### config.mk
export PLATFORM = sky130hd
export DESIGN_NAME = master_port
export DESIGN_NICKNAME = d
export VERILOG_FILES = /design/src/rtl/master_port.sv
export SDC_FILE = /design/constraint.sdc
export NUM_CORES = 1
export LEC_CHECK = 0
export BUFFER_PORTS_ARGS = -buffer_cell sky130_fd_sc_hd__buf_2
export CAP_MARGIN = 20
export CORE_MARGIN = 8
export CORE_UTILIZATION = 55
export CTS_BUF_LIST = sky130_fd_sc_hd__clkbuf_8
export CTS_CLUSTER_SIZE = 20
export DETAILED_ROUTE_END_ITERATION = 10
export MAX_ROUTING_LAYER = met4
export PLACE_DENSITY = 0.87
export SYNTH_ARGS = -nofsm -noshare
export SYNTH_HDL_FRONTEND = slang
export SYNTH_SLANG_ARGS = --single-unit
### constraint.sdc
create_clock -name clk -period 8.01 [get_ports clk]
set_clock_uncertainty 0.2 [all_clocks]
set_input_delay 0.4005 -clock clk [delete_from_list [all_inputs] [get_ports clk]]
set_output_delay 0.4005 -clock clk [all_outputs]
set_load 0.005 [all_outputs]
### src/rtl/master_port.sv
// Serial bus master port: requests the bus, shifts out slave code and address,
// then streams write data out or read data in, with grant/ready timeouts.
module master_port #(
  parameter int ADDR_WIDTH    = 12,
  parameter int DATA_WIDTH    = 8,
  parameter int GRANT_TIMEOUT = 16
) (
  input  logic                  clk,
  input  logic                  reset,
  input  logic                  start,
  input  logic                  rw,
  input  logic [2:0]            slave_id,
  input  logic [ADDR_WIDTH-1:0] addr,
  input  logic [DATA_WIDTH-1:0] wdata,
  input  logic                  grant,
  input  logic                  slave_ready,
  input  logic                  rdata_bit,
  output logic                  request,
  output logic                  slave_select,
  output logic                  bus_mode,
  output logic                  addr_bit,
  output logic                  wdata_bit,
  output logic                  busy,
  output logic                  done,
  output logic                  err,
  output logic [DATA_WIDTH-1:0] rdata
);

  localparam int MAX_AD  = (ADDR_WIDTH > DATA_WIDTH) ? ADDR_WIDTH : DATA_WIDTH;
  localparam int MAX_CNT = (GRANT_TIMEOUT > MAX_AD) ? GRANT_TIMEOUT : MAX_AD;
  localparam int CW      = $clog2(MAX_CNT + 1);
  localparam int AIW     = (ADDR_WIDTH > 1) ? $clog2(ADDR_WIDTH) : 1;
  localparam int DIW     = (DATA_WIDTH > 1) ? $clog2(DATA_WIDTH) : 1;

  localparam logic [CW-1:0] SEL_LAST  = CW'(2);
  localparam logic [CW-1:0] ADDR_LAST = CW'(ADDR_WIDTH - 1);
  localparam logic [CW-1:0] DATA_LAST = CW'(DATA_WIDTH - 1);
  localparam logic [CW-1:0] TMO_LAST  = CW'(GRANT_TIMEOUT - 1);
  localparam logic [CW-1:0] CNT_ONE   = CW'(1);

  typedef enum logic [2:0] {
    IDLE, REQ, SEL, ADDR, WAIT_RDY, WRITE, READ, FIN
  } state_t;

  state_t                state_q, state_d;
  logic [CW-1:0]         cnt_q, cnt_d;
  logic                  rw_q, rw_d;
  logic [2:0]            sid_q, sid_d;
  logic [ADDR_WIDTH-1:0] addr_q, addr_d;
  logic [DATA_WIDTH-1:0] wdata_q, wdata_d;
  logic [DATA_WIDTH-1:0] rsh_q, rsh_d;
  logic [DATA_WIDTH-1:0] rdata_q, rdata_d;
  logic                  request_q, request_d;
  logic                  slave_select_q, slave_select_d;
  logic                  bus_mode_q, bus_mode_d;
  logic                  addr_bit_q, addr_bit_d;
  logic                  wdata_bit_q, wdata_bit_d;
  logic                  busy_q, busy_d;
  logic                  done_q, done_d;
  logic                  err_q, err_d;

  always_comb begin
    // NOTE: every *_d starts from a default so no path through this block infers a latch.
    state_d = state_q;
    cnt_d   = cnt_q;
    rw_d    = rw_q;
    sid_d   = sid_q;
    addr_d  = addr_q;
    wdata_d = wdata_q;
    rsh_d   = rsh_q;
    rdata_d = rdata_q;
    done_d  = 1'b0;
    err_d   = 1'b0;

    unique case (state_q)
      IDLE: begin
        if (start) begin
          // The arbiter only recognises slave codes with a leading 1.
          if (slave_id[0]) begin
            rw_d    = rw;
            sid_d   = slave_id;
            addr_d  = addr;
            wdata_d = wdata;
            cnt_d   = '0;
            state_d = REQ;
          end else begin
            err_d = 1'b1;
          end
        end
      end
      REQ: begin
        if (grant) begin
          cnt_d   = '0;
          state_d = SEL;
        end else if (cnt_q == TMO_LAST) begin
          cnt_d   = '0;
          err_d   = 1'b1;
          state_d = IDLE;
        end else begin
          cnt_d = cnt_q + CNT_ONE;
        end
      end
      SEL: begin
        if (cnt_q == SEL_LAST) begin
          cnt_d   = '0;
          state_d = ADDR;
        end else begin
          cnt_d = cnt_q + CNT_ONE;
        end
      end
      ADDR: begin
        if (cnt_q == ADDR_LAST) begin
          cnt_d   = '0;
          state_d = WAIT_RDY;
        end else begin
          cnt_d = cnt_q + CNT_ONE;
        end
      end
      WAIT_RDY: begin
        if (slave_ready) begin
          cnt_d   = '0;
          state_d = rw_q ? WRITE : READ;
        end else if (cnt_q == TMO_LAST) begin
          cnt_d   = '0;
          err_d   = 1'b1;
          state_d = IDLE;
        end else begin
          cnt_d = cnt_q + CNT_ONE;
        end
      end
      WRITE: begin
        if (cnt_q == DATA_LAST) begin
          cnt_d   = '0;
          state_d = FIN;
        end else begin
          cnt_d = cnt_q + CNT_ONE;
        end
      end
      READ: begin
        rsh_d = {rdata_bit, rsh_q[DATA_WIDTH-1:1]};
        if (cnt_q == DATA_LAST) begin
          cnt_d   = '0;
          rdata_d = rsh_d;
          state_d = FIN;
        end else begin
          cnt_d = cnt_q + CNT_ONE;
        end
      end
      FIN: begin
        done_d  = 1'b1;
        state_d = IDLE;
      end
      default: state_d = IDLE;
    endcase

    // Losing the grant after it was given aborts the transfer and discards any read.
    if ((state_q inside {SEL, ADDR, WAIT_RDY, WRITE, READ}) && !grant) begin
      cnt_d   = '0;
      rdata_d = rdata_q;
      err_d   = 1'b1;
      state_d = IDLE;
    end

    request_d      = state_d inside {REQ, SEL, ADDR, WAIT_RDY, WRITE, READ};
    busy_d         = (state_d != IDLE);
    done_d         = (state_d == FIN);
    bus_mode_d     = request_d && rw_d;
    slave_select_d = (state_d == SEL)   && sid_d[cnt_d[1:0]];
    addr_bit_d     = (state_d == ADDR)  && addr_d[cnt_d[AIW-1:0]];
    wdata_bit_d    = (state_d == WRITE) && wdata_d[cnt_d[DIW-1:0]];
  end

  always_ff @(posedge clk or posedge reset) begin
    if (reset) begin
      state_q        <= IDLE;
      cnt_q          <= '0;
      rw_q           <= 1'b0;
      sid_q          <= '0;
      addr_q         <= '0;
      wdata_q        <= '0;
      rsh_q          <= '0;
      rdata_q        <= '0;
      request_q      <= 1'b0;
      slave_select_q <= 1'b0;
      bus_mode_q     <= 1'b0;
      addr_bit_q     <= 1'b0;
      wdata_bit_q    <= 1'b0;
      busy_q         <= 1'b0;
      done_q         <= 1'b0;
      err_q          <= 1'b0;
    end else begin
      // NOTE: non-blocking assignments so every flop samples pre-edge values.
      state_q        <= state_d;
      cnt_q          <= cnt_d;
      rw_q           <= rw_d;
      sid_q          <= sid_d;
      addr_q         <= addr_d;
      wdata_q        <= wdata_d;
      rsh_q          <= rsh_d;
      rdata_q        <= rdata_d;
      request_q      <= request_d;
      slave_select_q <= slave_select_d;
      bus_mode_q     <= bus_mode_d;
      addr_bit_q     <= addr_bit_d;
      wdata_bit_q    <= wdata_bit_d;
      busy_q         <= busy_d;
      done_q         <= done_d;
      err_q          <= err_d;
    end
  end

  assign request      = request_q;
  assign slave_select = slave_select_q;
  assign bus_mode     = bus_mode_q;
  assign addr_bit     = addr_bit_q;
  assign wdata_bit    = wdata_bit_q;
  assign busy         = busy_q;
  assign done         = done_q;
  assign err          = err_q;
  assign rdata        = rdata_q;

endmodule

==> run_results.csv, run 1 <==
group,metric,value,unit
outcome,status,"finished, final reports clean",
clock_tree,cts_resized,0,
floorplan,io_pins,46,
clock_tree,tritoncts,"yes",
synthesis,synth_seq_area_share,0.463,
setup_path,regToRegEndpoint,"addr_bit$_DFF_PP0_",
finish,layout_common_cells,"dfrtp_1 (55), buf_2 (45), nand2_1 (32), mux2_2 (27), a21oi_1 (20)",
finish,final_common_cell,"dfrtp_1",
setup_path,r2r_cells,9,
floorplan,die_w,89.5,µm
power,power.share.sequential,0.370,
power,p_comb_frac,0.486,
power,switching_power,0.000508,W
floorplan,core-area,5170,µm²
route,ant_nets,0,
finish,stdcell_area,3300,µm²
power,finalPower,0.00123,W
synthesis,synth_edf_count,0,
job,cap_violations,0,
power,p_clk_frac,0.143,
setup_path,arrival,3.26,ns
setup_path,crit_type,"flop to flop",
route,first_pass_iters,4,
clock_tree,numCtsBuffers,5,
power,ir_worst_vdd,0.000198,V
floorplan,die-area,8010,µm²
placed_design,placed_area,3200,µm²
synthesis,ys_seq_elements,55,
clock_tree,cts.clk_slew.worst_paths,0.09,ns
finish,syn2layout_area_growth,11.2,%
clock_tree,h-tree-depth,2,
route,via_per_inst,5.65,
clock_tree,post_cts_buffers,0,
floorplan,die_h,89.5,µm
sta,fin_crit_sh,0.404,
sta,tightest_slew,0.783,ns
clock_tree,clk_root_buffer_cell,"clkbuf_8",
clock_tree,cts_sinks,55,
global_route,grtUsageTotal,0.162,
synthesis,async_flop_share,1.00,
synthesis,syn_inst,273,
clock_tree,clkLatencyLatePin,0.30,ns
min_path,hold_class,"input pin to async pin",
setup_path,crit_path_start_kind,"flop",
finish,drive_gt1_frac,0.339,
floorplan,rows,26,
sta,setup_ws,4.77,ns
sta,fin_tns_setup,0,ns
setup_path,regToRegSetupSlack,4.77,ns
finish,utilization,0.639,
placed_design,gp_congestion,0.863,
power,sw_frac_of_total,0.413,
sta,fmax,309,MHz
global_route,antenna_found_initial,0,
synthesis,ys_types,58,
global_route,grt_max_degree,56,
route,wirelength,6090,µm
power,leakage,1.57,nW
route,drc,0,
finish,layout.nets,352,
placed_design,dp_slack,4.81,ns
global_route,grt_pass1_wl,9960,µm
sta,hold_viol_final,0,
sta,max_slew_margin,0.478,
synthesis,synth_area,2970,µm²
power,p_int,0.000721,W
synthesis,synth_warnings,0,
placed_design,dpl.hpwl,4310,µm
finish,diodes,0,
setup_path,path_max_fanout,19,
placed_design,port_buffers,45,
setup_path,r2r_start,"state_q[2]$_DFF_PP0_",
route,vias,2180,
synthesis,avgSynthCellArea,10.9,µm²
sta,maxSlewViolCount,0,
route,drtIter0Drc,194,
synthesis,syn_nets,309,
power,power.density,372,nW/µm²
sta,rsz0062_at_grt,"no",
sta,finalCriticalPeriod,3.24,ns
route,routedWlPerCell,15.8,µm
setup_path,critPathRequiredTime,8.03,ns
floorplan,start_util,0.575,
global_route,grt_pass1_vias,2141,
clock_tree,postCtsHoldBufs,0,
synthesis,synth_flop_cell,"dfrtp_1",
setup_path,end_kind,"flop",
sta,setup_viol,0,
clock_tree,ctsLongestPathBuffers,2,
global_route,grt.overflow.total,0,
==> worst max-delay path by stage <==
stage                                     from                  end  depth (start not counted)
final                     state_q[2]$_DFF_PP0_   addr_bit$_DFF_PP0_                          9
after CTS                 state_q[2]$_DFF_PP0_  wdata_bit$_DFF_PP0_                         10
after global routing      state_q[2]$_DFF_PP0_  wdata_bit$_DFF_PP0_                         10
after global placement    state_q[1]$_DFF_PP0_   addr_bit$_DFF_PP0_                          7
after floorplan           state_q[2]$_DFF_PP0_  wdata_bit$_DFF_PP0_                         12
after detailed placement  state_q[2]$_DFF_PP0_  wdata_bit$_DFF_PP0_                         10
==> Yosys cell counts, types with 2 or more instances <==
master     n  area [µm²]
nor2_1    15        56.3
nand3_1    8        40.0
or4b_4     2        27.5
nand3b_1   2        15.0
and4bb_2   2        25.0
o31ai_1    2        15.0
nor3_1    11        55.1
ha_1       6        75.1
buf_2      3        15.0
o21ai_0    7        35.0
o21ai_1    2        10.0
nand2_1   32         120
nor2b_1    3        18.8
mux2_1     2        22.5
a211oi_1   4        30.0
dfrtp_1   55        1380
buf_6      8        90.1
a31oi_1    2        12.5
nand2b_1   4        25.0
mux2i_1    7        70.1
inv_1     13        48.8
a21o_1     2        15.0
a21oi_1   20         100
mux2_2    27         304
==> through the flow <==
| stage | hold WS, ns | instances |
|---|---|---|
| after floorplan | 0.222 | 273 |
| after global placement | 0.247 | 378 |
| after detailed placement | 0.242 | 379 |
| after CTS | 0.0922 | 386 |
| after global routing | 0.103 | 386 |
| final | 0.0706 | 386 |
==> sequential cells by signal, summed over array words and instances, names as in the netlist <==
signal,cells
wdata_bit,1
rsh_q,7
bus_mode,1
cnt_q,5
addr_bit,1
wdata_q,8
err,1
state_q,3
request,1
rdata,8
sid_q,3
slave_select,1
rw_q,1
done,1
busy,1
addr_q,12
==> power groups by stage <==
stage / sequential, W / clock (W) / combinational (W)
2_1_floorplan: 0.000416 / 0 / 0.000538
3_3_place_gp: 0.000453 / 0 / 0.000573
3_5_place_dp: 0.000458 / 0 / 0.000591
4_1_cts: 0.000454 / 0.000180 / 0.000599
5_1_grt: 0.000468 / 0.000192 / 0.000659
6_report: 0.000455 / 0.000176 / 0.000598
==> cell families (layout without fill, tap and decap cells) <==
logic type      Yosys count  count (layout)  share of synthesized area
compound gates           58              58                      0.151
fa+ha+maj                 6               6                     0.0253
buf+inv                  26              69                     0.0556
flops                    55              55                      0.463
mux                      36              36                      0.133
simple gates             92              92                      0.171
==> final cells by class <==
| cell class | count | area (µm²) |
|---|---|---|
| sequential | 55 | 1380 |
| tap | 70 | 87.6 |
| fill | 403 | 1870 |
| multi-input combinational | 192 | 1430 |
| clock buffer | 5 | 68.8 |
| timing repair buffer | 47 | 248 |
| clock inverter | 2 | 33.8 |
| inverter | 15 | 60.1 |
==> worst max-delay path, stage by stage, from the launching register on <==
cell and delay (ns):
dfrtp_1 0.74, inv_1 0.20, ha_1 0.23, nor2_1 0.35
a21oi_1 0.21, a211oi_4 0.55, a21oi_1 0.17, a211oi_2 0.24
o21ai_1 0.10, a31oi_1 0.17
==> routing by layer <==
layer | up-vias | global-route usage | part of all wire
li1 | 1060 | - | -
met1 | 1041 | 0.213 | 0.46
met2 | 67 | 0.244 | 0.47
met3 | 12 | 0.0303 | 0.049
met4 | 0 | 0.0559 | 0.017
met5 | - | - | 0
Note: power is estimated with default switching activity, not from simulation.
==> inputs of run 2 (changes only) <==
==> constraint.sdc (replaced) <==
create_clock -name clk -period 3.3 [get_ports clk]
set_clock_uncertainty 0.2 [all_clocks]
set_input_delay 0.165 -clock clk [delete_from_list [all_inputs] [get_ports clk]]
set_output_delay 0.165 -clock clk [all_outputs]
set_load 0.005 [all_outputs]
==> run 2 against run 1 <==
Sequential share of layout area decreased by 3.4 points; global-route usage grew 3.0 points; hold slack better by 0.084 ns; first-iteration DRC count fell by 17%; utilization grew 5.7 points; total power grew to 2.5 times the previous value; flip-flop and latch count stayed put; sequential power is 140% higher; final area increased by 9.0%.
==> run_results.csv, run 2 (same netlist as run 1, synthesis figures left out) <==
group,metric,value,unit
route,routedWlPerCell,16.3,µm
global_route,grt.overflow.total,0,
power,ir_worst_vdd,0.000514,V
finish,final_common_cell,"dfrtp_1",
power,leakage,1.71,nW
clock_tree,h-tree-depth,2,
clock_tree,clk_root_buffer_cell,"clkbuf_8",
finish,seqCellArea,1380,µm²
global_route,grt_pass1_wl,11600,µm
route,drtIter0Drc,161,
floorplan,die_w,89.5,µm
sta,hold_viol_final,0,
setup_path,crit_path_start_kind,"flop",
floorplan,start_util,0.575,
power,p_int,0.00177,W
setup_path,path_max_fanout,7,
finish,drive_gt1_frac,0.327,
sta,setup_viol,0,
clock_tree,cts.clk_slew.worst_paths,0.10,ns
clock_tree,clkLatencyLatePin,0.31,ns
placed_design,gp_congestion,0.944,
finish,fillers,372,
setup_path,critPathRequiredTime,3.27,ns
route,drc,0,
setup_path,worst_path_dominant_cell_family,"simple AND/OR/NAND/NOR gates",
finish,utilization,0.696,
clock_tree,tritoncts,"yes",
route,via_per_inst,5.57,
finish,layout.nets,385,
sta,fmax,344,MHz
setup_path,path_cells,"ha_1 > and3_2 > ha_1 > nor2_1 > nor2_1 > a21oi_1 > o22ai_1 > or2_2 > nor3b_1 > a2111oi_0",
global_route,grt_max_degree,46,
global_route,grtUsageTotal,0.192,
finish,layout_common_cells,"dfrtp_1 (55), buf_2 (45), nand2_1 (32), mux2_2 (27), dlygate4sd3_1 (27)",
sta,finalCriticalPeriod,2.91,ns
sta,fin_tns_setup,0,ns
clock_tree,ctsLongestPathBuffers,2,
clock_tree,cts_sinks,55,
power,switching_power,0.00130,W
floorplan,core-area,5170,µm²
route,first_pass_iters,4,
placed_design,placed_area,3240,µm²
floorplan,rows,26,
power,power.share.sequential,0.355,
setup_path,end_kind,"flop",
global_route,antenna_found_initial,0,
job,cap_violations,0,
setup_path,worst_path_max_delay_cell,"dfrtp_1",
route,ant_nets,0,
sta,max_slew_margin,0.375,
power,sw_frac_of_total,0.423,
floorplan,io_pins,46,
setup_path,crit_type,"flop to flop",
global_route,grt_pass1_vias,2422,
floorplan,die-area,8010,µm²
power,p_clk_frac,0.127,
setup_path,slowest_delay,0.48,ns
placed_design,dpl.hpwl,4620,µm
floorplan,die_h,89.5,µm
power,p_comb_frac,0.518,
route,vias,2333,
sta,maxSlewViolCount,0,
setup_path,critPathBufInv,0,
outcome,status,"finished, final reports clean",
power,power.density,853,nW/µm²
finish,diodes,0,
route,wirelength,6820,µm
sta,rsz0062_at_grt,"no",
placed_design,port_buffers,45,
finish,multiInputGateArea,1430,µm²
finish,stdcell_area,3600,µm²
min_path,hold_class,"input pin to flop",
finish,largest_reg_flops,12,
sta,fin_crit_sh,0.881,
clock_tree,post_cts_buffers,0,
sta,tightest_slew,0.936,ns
finish,syn2layout_area_growth,21.2,%
clock_tree,numCtsBuffers,5,
finish,top_register,"addr_q",
setup_path,arrival,2.88,ns
run 2: changes by cell type in the layout (fill, tap and decap cells not counted), sizes merged:
cell	delta
dlygate4sd3	+27
buf	+6
bufinv	-1
clkbuf	+1
run 2: final timing paths:
kind | start | endpoint | slack [ns] | depth (start not counted)
max | cnt_q[0]$_DFF_PP0_ | bus_mode$_DFF_PP0_ | 0.39 | 10
min | start | cnt_q[4]$_DFFE_PP0P_ | 0.15 | 4
max reg2reg | cnt_q[0]$_DFF_PP0_ | bus_mode$_DFF_PP0_ | 0.39 | 10
min reg2reg | sid_q[0]$_DFF_PP0_ | sid_q[0]$_DFF_PP0_ | 0.28 | 1
max in group asynchronous | reset | state_q[2]$_DFF_PP0_ | 1.78 | 4
min in group asynchronous | reset | rsh_q[3]$_DFFE_PP0N_ | 0.41 | 3
run 2: per-layer routing:
| layer | global-route usage | vias to the layer above | wire length, µm |
|---|---|---|---|
| met5 | - | - | 0 |
| met4 | 0.0544 | 0 | 64 |
| met3 | 0.0294 | 5 | 260 |
| met2 | 0.310 | 65 | 3420 |
| met1 | 0.244 | 1139 | 3070 |
| li1 | - | 1124 | - |
run 2: worst min-delay path: cells and delay by family:
family / cells / cell delay (ns)
AOI/OAI and AO/OA: 3 / 0.33
buffers and inverters: 1 / 0.12
run 2: power groups by stage:
stage,Sequential (W),Clock (W),Combinational (W)
floorplan,0.00101,0,0.00131
global placement,0.00108,0,0.00148
detailed placement,0.00110,0,0.00152
CTS,0.00109,0.000399,0.00158
global route,0.00112,0.000424,0.00176
finish,0.00109,0.000389,0.00159
run 2: timing repair:
item	CTS	global route
resized for setup	0	0
hold buffers	27	0
hold endpoints to repair	70	0
run 2: cell type report:
type | count | area share
clock buffer | 6 | 0.0229
clock inverter | 1 | 0.00243
inverter | 15 | 0.0167
multi-input combinational | 192 | 0.397
sequential | 55 | 0.382
tap | 70 | 0.0243
timing repair buffer | 80 | 0.154
run 2: per-stage QoR:
step	instances	power [W]	setup slack [ns]	hold WS [ns]
after floorplan	273	0.00232	0.604	0.0704
after CTS	419	0.00306	0.374	0.141
after detailed placement	385	0.00262	0.473	0.183
after global routing	419	0.00331	0.191	0.209
final	419	0.00307	0.393	0.155
after global placement	385	0.00256	0.490	0.171
==> inputs of run 3 (changes only) <==
--- a/config.mk
+++ b/config.mk
@@ -5,11 +5,13 @@
 export SDC_FILE = /design/constraint.sdc
 export NUM_CORES = 1
 export LEC_CHECK = 0
-export BUFFER_PORTS_ARGS = -buffer_cell sky130_fd_sc_hd__buf_2
+export BUFFER_PORTS_ARGS = -buffer_cell sky130_fd_sc_hd__clkbuf_2
 export CAP_MARGIN = 20
+export CORE_ASPECT_RATIO = 0.6
 export CORE_MARGIN = 8
 export CORE_UTILIZATION = 55
 export CTS_BUF_LIST = sky130_fd_sc_hd__clkbuf_8
+export CTS_CLUSTER_DIAMETER = 120
 export CTS_CLUSTER_SIZE = 20
 export DETAILED_ROUTE_END_ITERATION = 10
 export MAX_ROUTING_LAYER = met4
==> run 3 against run 2 <==
Utilization is 0.70 points higher; die area is 0.96% higher; sequential power is 4% lower; first-iteration DRC count is 51% higher; register-to-register slack worse by 0.02 ns; non-clock buffer count stayed put.
==> run_results.csv, run 3 (same netlist as run 1, synthesis figures left out) <==
group,metric,value,unit
placed_design,dpl.hpwl,5250,µm
sta,maxSlewViolCount,0,
clock_tree,ctsLongestPathBuffers,2,
route,ant_nets,0,
sta,finalCriticalPeriod,2.93,ns
clock_tree,clk_root_buffer_cell,"clkbuf_8",
setup_path,regToRegSetupSlack,0.37,ns
finish,final_common_cell,"dfrtp_1",
finish,top_register,"addr_q",
finish,largest_reg_flops,12,
power,finalPower,0.00314,W
sta,fin_tns_setup,0,ns
setup_path,r2r_cells,10,
global_route,grt.overflow.total,0,
sta,rsz0062_at_grt,"no",
floorplan,rows,20,
global_route,grt_pass1_wl,12100,µm
floorplan,io_pins,46,
route,routedWlPerCell,17.3,µm
global_route,grtUsageTotal,0.187,
setup_path,critPathBufInv,0,
clock_tree,h-tree-depth,2,
sta,fin_crit_sh,0.886,
clock_tree,tritoncts,"yes",
setup_path,crit_path_start_kind,"flop",
setup_path,end_kind,"flop",
min_path,holdPathStages,4,
setup_path,cp_num_cells,10,
clock_tree,cts_sinks,55,
global_route,grt_max_degree,31,
setup_path,worst_path_dominant_cell_family,"simple AND/OR/NAND/NOR gates",
clock_tree,clkLatencyLatePin,0.32,ns
sta,setup_viol,0,
setup_path,slowest_delay,0.50,ns
route,first_pass_iters,6,
route,drc,0,
clock_tree,cts_resized,0,
power,ir_worst_vdd,0.000519,V
setup_path,arrival,2.92,ns
setup_path,path_cells,"ha_1 > and3_2 > ha_1 > nor2_1 > nor2_1 > a21oi_1 > o22ai_1 > or2_2 > nor3b_1 > a2111oi_0",
setup_path,regToRegEndpoint,"bus_mode$_DFF_PP0_",
setup_path,path_max_fanout,7,
global_route,antenna_found_initial,0,
outcome,status,"finished, final reports clean",
sta,max_slew_margin,0.636,
floorplan,core-area,5130,µm²
route,via_per_inst,5.75,
placed_design,port_buffers,45,
finish,layout.nets,385,
floorplan,die_w,111,µm
finish,syn2layout_area_growth,21.4,%
power,power.density,872,nW/µm²
finish,diodes,0,
setup_path,crit_type,"flop to flop",
setup_path,critPathLaunch,"cnt_q[0]$_DFF_PP0_",
placed_design,gp_congestion,0.915,
power,leakage,1.71,nW
setup_path,r2r_start,"cnt_q[0]$_DFF_PP0_",
global_route,grt_pass1_vias,2440,
clock_tree,numCtsBuffers,5,
setup_path,worst_path_max_delay_cell,"dfrtp_1",
route,wirelength,7210,µm
job,cap_violations,0,
min_path,hold_class,"input pin to flop",
floorplan,die-area,8090,µm²
clock_tree,cts.clk_slew.worst_paths,0.10,ns
route,drtIter0Drc,243,
finish,layout_common_cells,"dfrtp_1 (55), clkbuf_2 (45), nand2_1 (32), mux2_2 (27), dlygate4sd3_1 (27)",
setup_path,critPathRequiredTime,3.30,ns
floorplan,die_h,72.9,µm
sta,tightest_slew,0.544,ns
finish,drive_gt1_frac,0.329,
route,vias,2394,
floorplan,start_util,0.579,
sta,hold_viol_final,0,
setup_path,cp-endpoint,"bus_mode$_DFF_PP0_",
sta,fmax,342,MHz
run 3: cell count changes in the layout (fill, tap and decap cells not counted), sizes merged:
cell | before | now
buf | 53 | 8
clkbuf | 6 | 51
clkinv | 1 | 2
run 3: worst min path at each step:
stage | end | startpoint | slack, ns
2_1_floorplan | rsh_q[7]$_DFFE_PP0N_ | rdata_bit | 0.07
3_3_place_gp | busy$_DFF_PP0_ | reset | 0.02
3_5_place_dp | rdata[6]$_DFFE_PP0P_ | reset | 0.03
4_1_cts | cnt_q[4]$_DFFE_PP0P_ | start | 0.16
5_1_grt | cnt_q[4]$_DFFE_PP0P_ | start | 0.21
6_report | cnt_q[4]$_DFFE_PP0P_ | start | 0.16
run 3: power breakdown:
| group | internal (W) | leakage, nW | switching (W) | total, W |
|---|---|---|---|---|
| registers | 0.000920 | 0.696 | 0.000135 | 0.00105 |
| logic | 0.000688 | 0.958 | 0.000996 | 0.00168 |
| clock network | 0.000177 | 0.0533 | 0.000229 | 0.000406 |
| total | 0.00179 | 1.71 | 0.00136 | 0.00314 |
run 3: cell type report:
class	instances	area, µm²
timing repair buffer	80	556
sequential	55	1380
tap	66	82.6
inverter	15	60.1
clock inverter	2	20.0
clock buffer	6	82.6
fill	345	1520
multi-input combinational	192	1430
run 3: repair_timing:
action	in CTS	in global routing
buffers inserted	0	0
endpoints found under the hold margin	51	0
hold buffers	27	0
run 3: routing by layer:
| layer | routed length (µm) | part of all wire | GRT usage |
|---|---|---|---|
| met1 | 3230 | 0.45 | 0.245 |
| met5 | 0 | 0 | - |
| met3 | 603 | 0.084 | 0.0624 |
| met2 | 3300 | 0.46 | 0.273 |
| met4 | 72 | 0.010 | 0.0446 |
run 3: worst register-to-register path: stages (launching register included):
cell	delay (ns)
dfrtp_1	0.50
ha_1	0.30
and3_2	0.23
ha_1	0.26
nor2_1	0.13
nor2_1	0.04
a21oi_1	0.18
o22ai_1	0.09
or2_2	0.34
nor3b_1	0.19
a2111oi_0	0.35
run 3: per-stage QoR:
| stage | utilization | instance area (µm²) | worst slack [ns] | hold slack, ns | std cells |
|---|---|---|---|---|---|
| floorplan | - | 2970 | 0.604 | 0.0704 | 273 |
| global placement | 0.630 | 3230 | 0.462 | 0.0219 | 381 |
| detailed placement | 0.630 | 3230 | 0.435 | 0.0282 | 381 |
| CTS | 0.703 | 3610 | 0.402 | 0.161 | 416 |
| global route | 0.703 | 3610 | 0.122 | 0.214 | 416 |
| finish | 0.703 | 3610 | 0.375 | 0.161 | 416 |
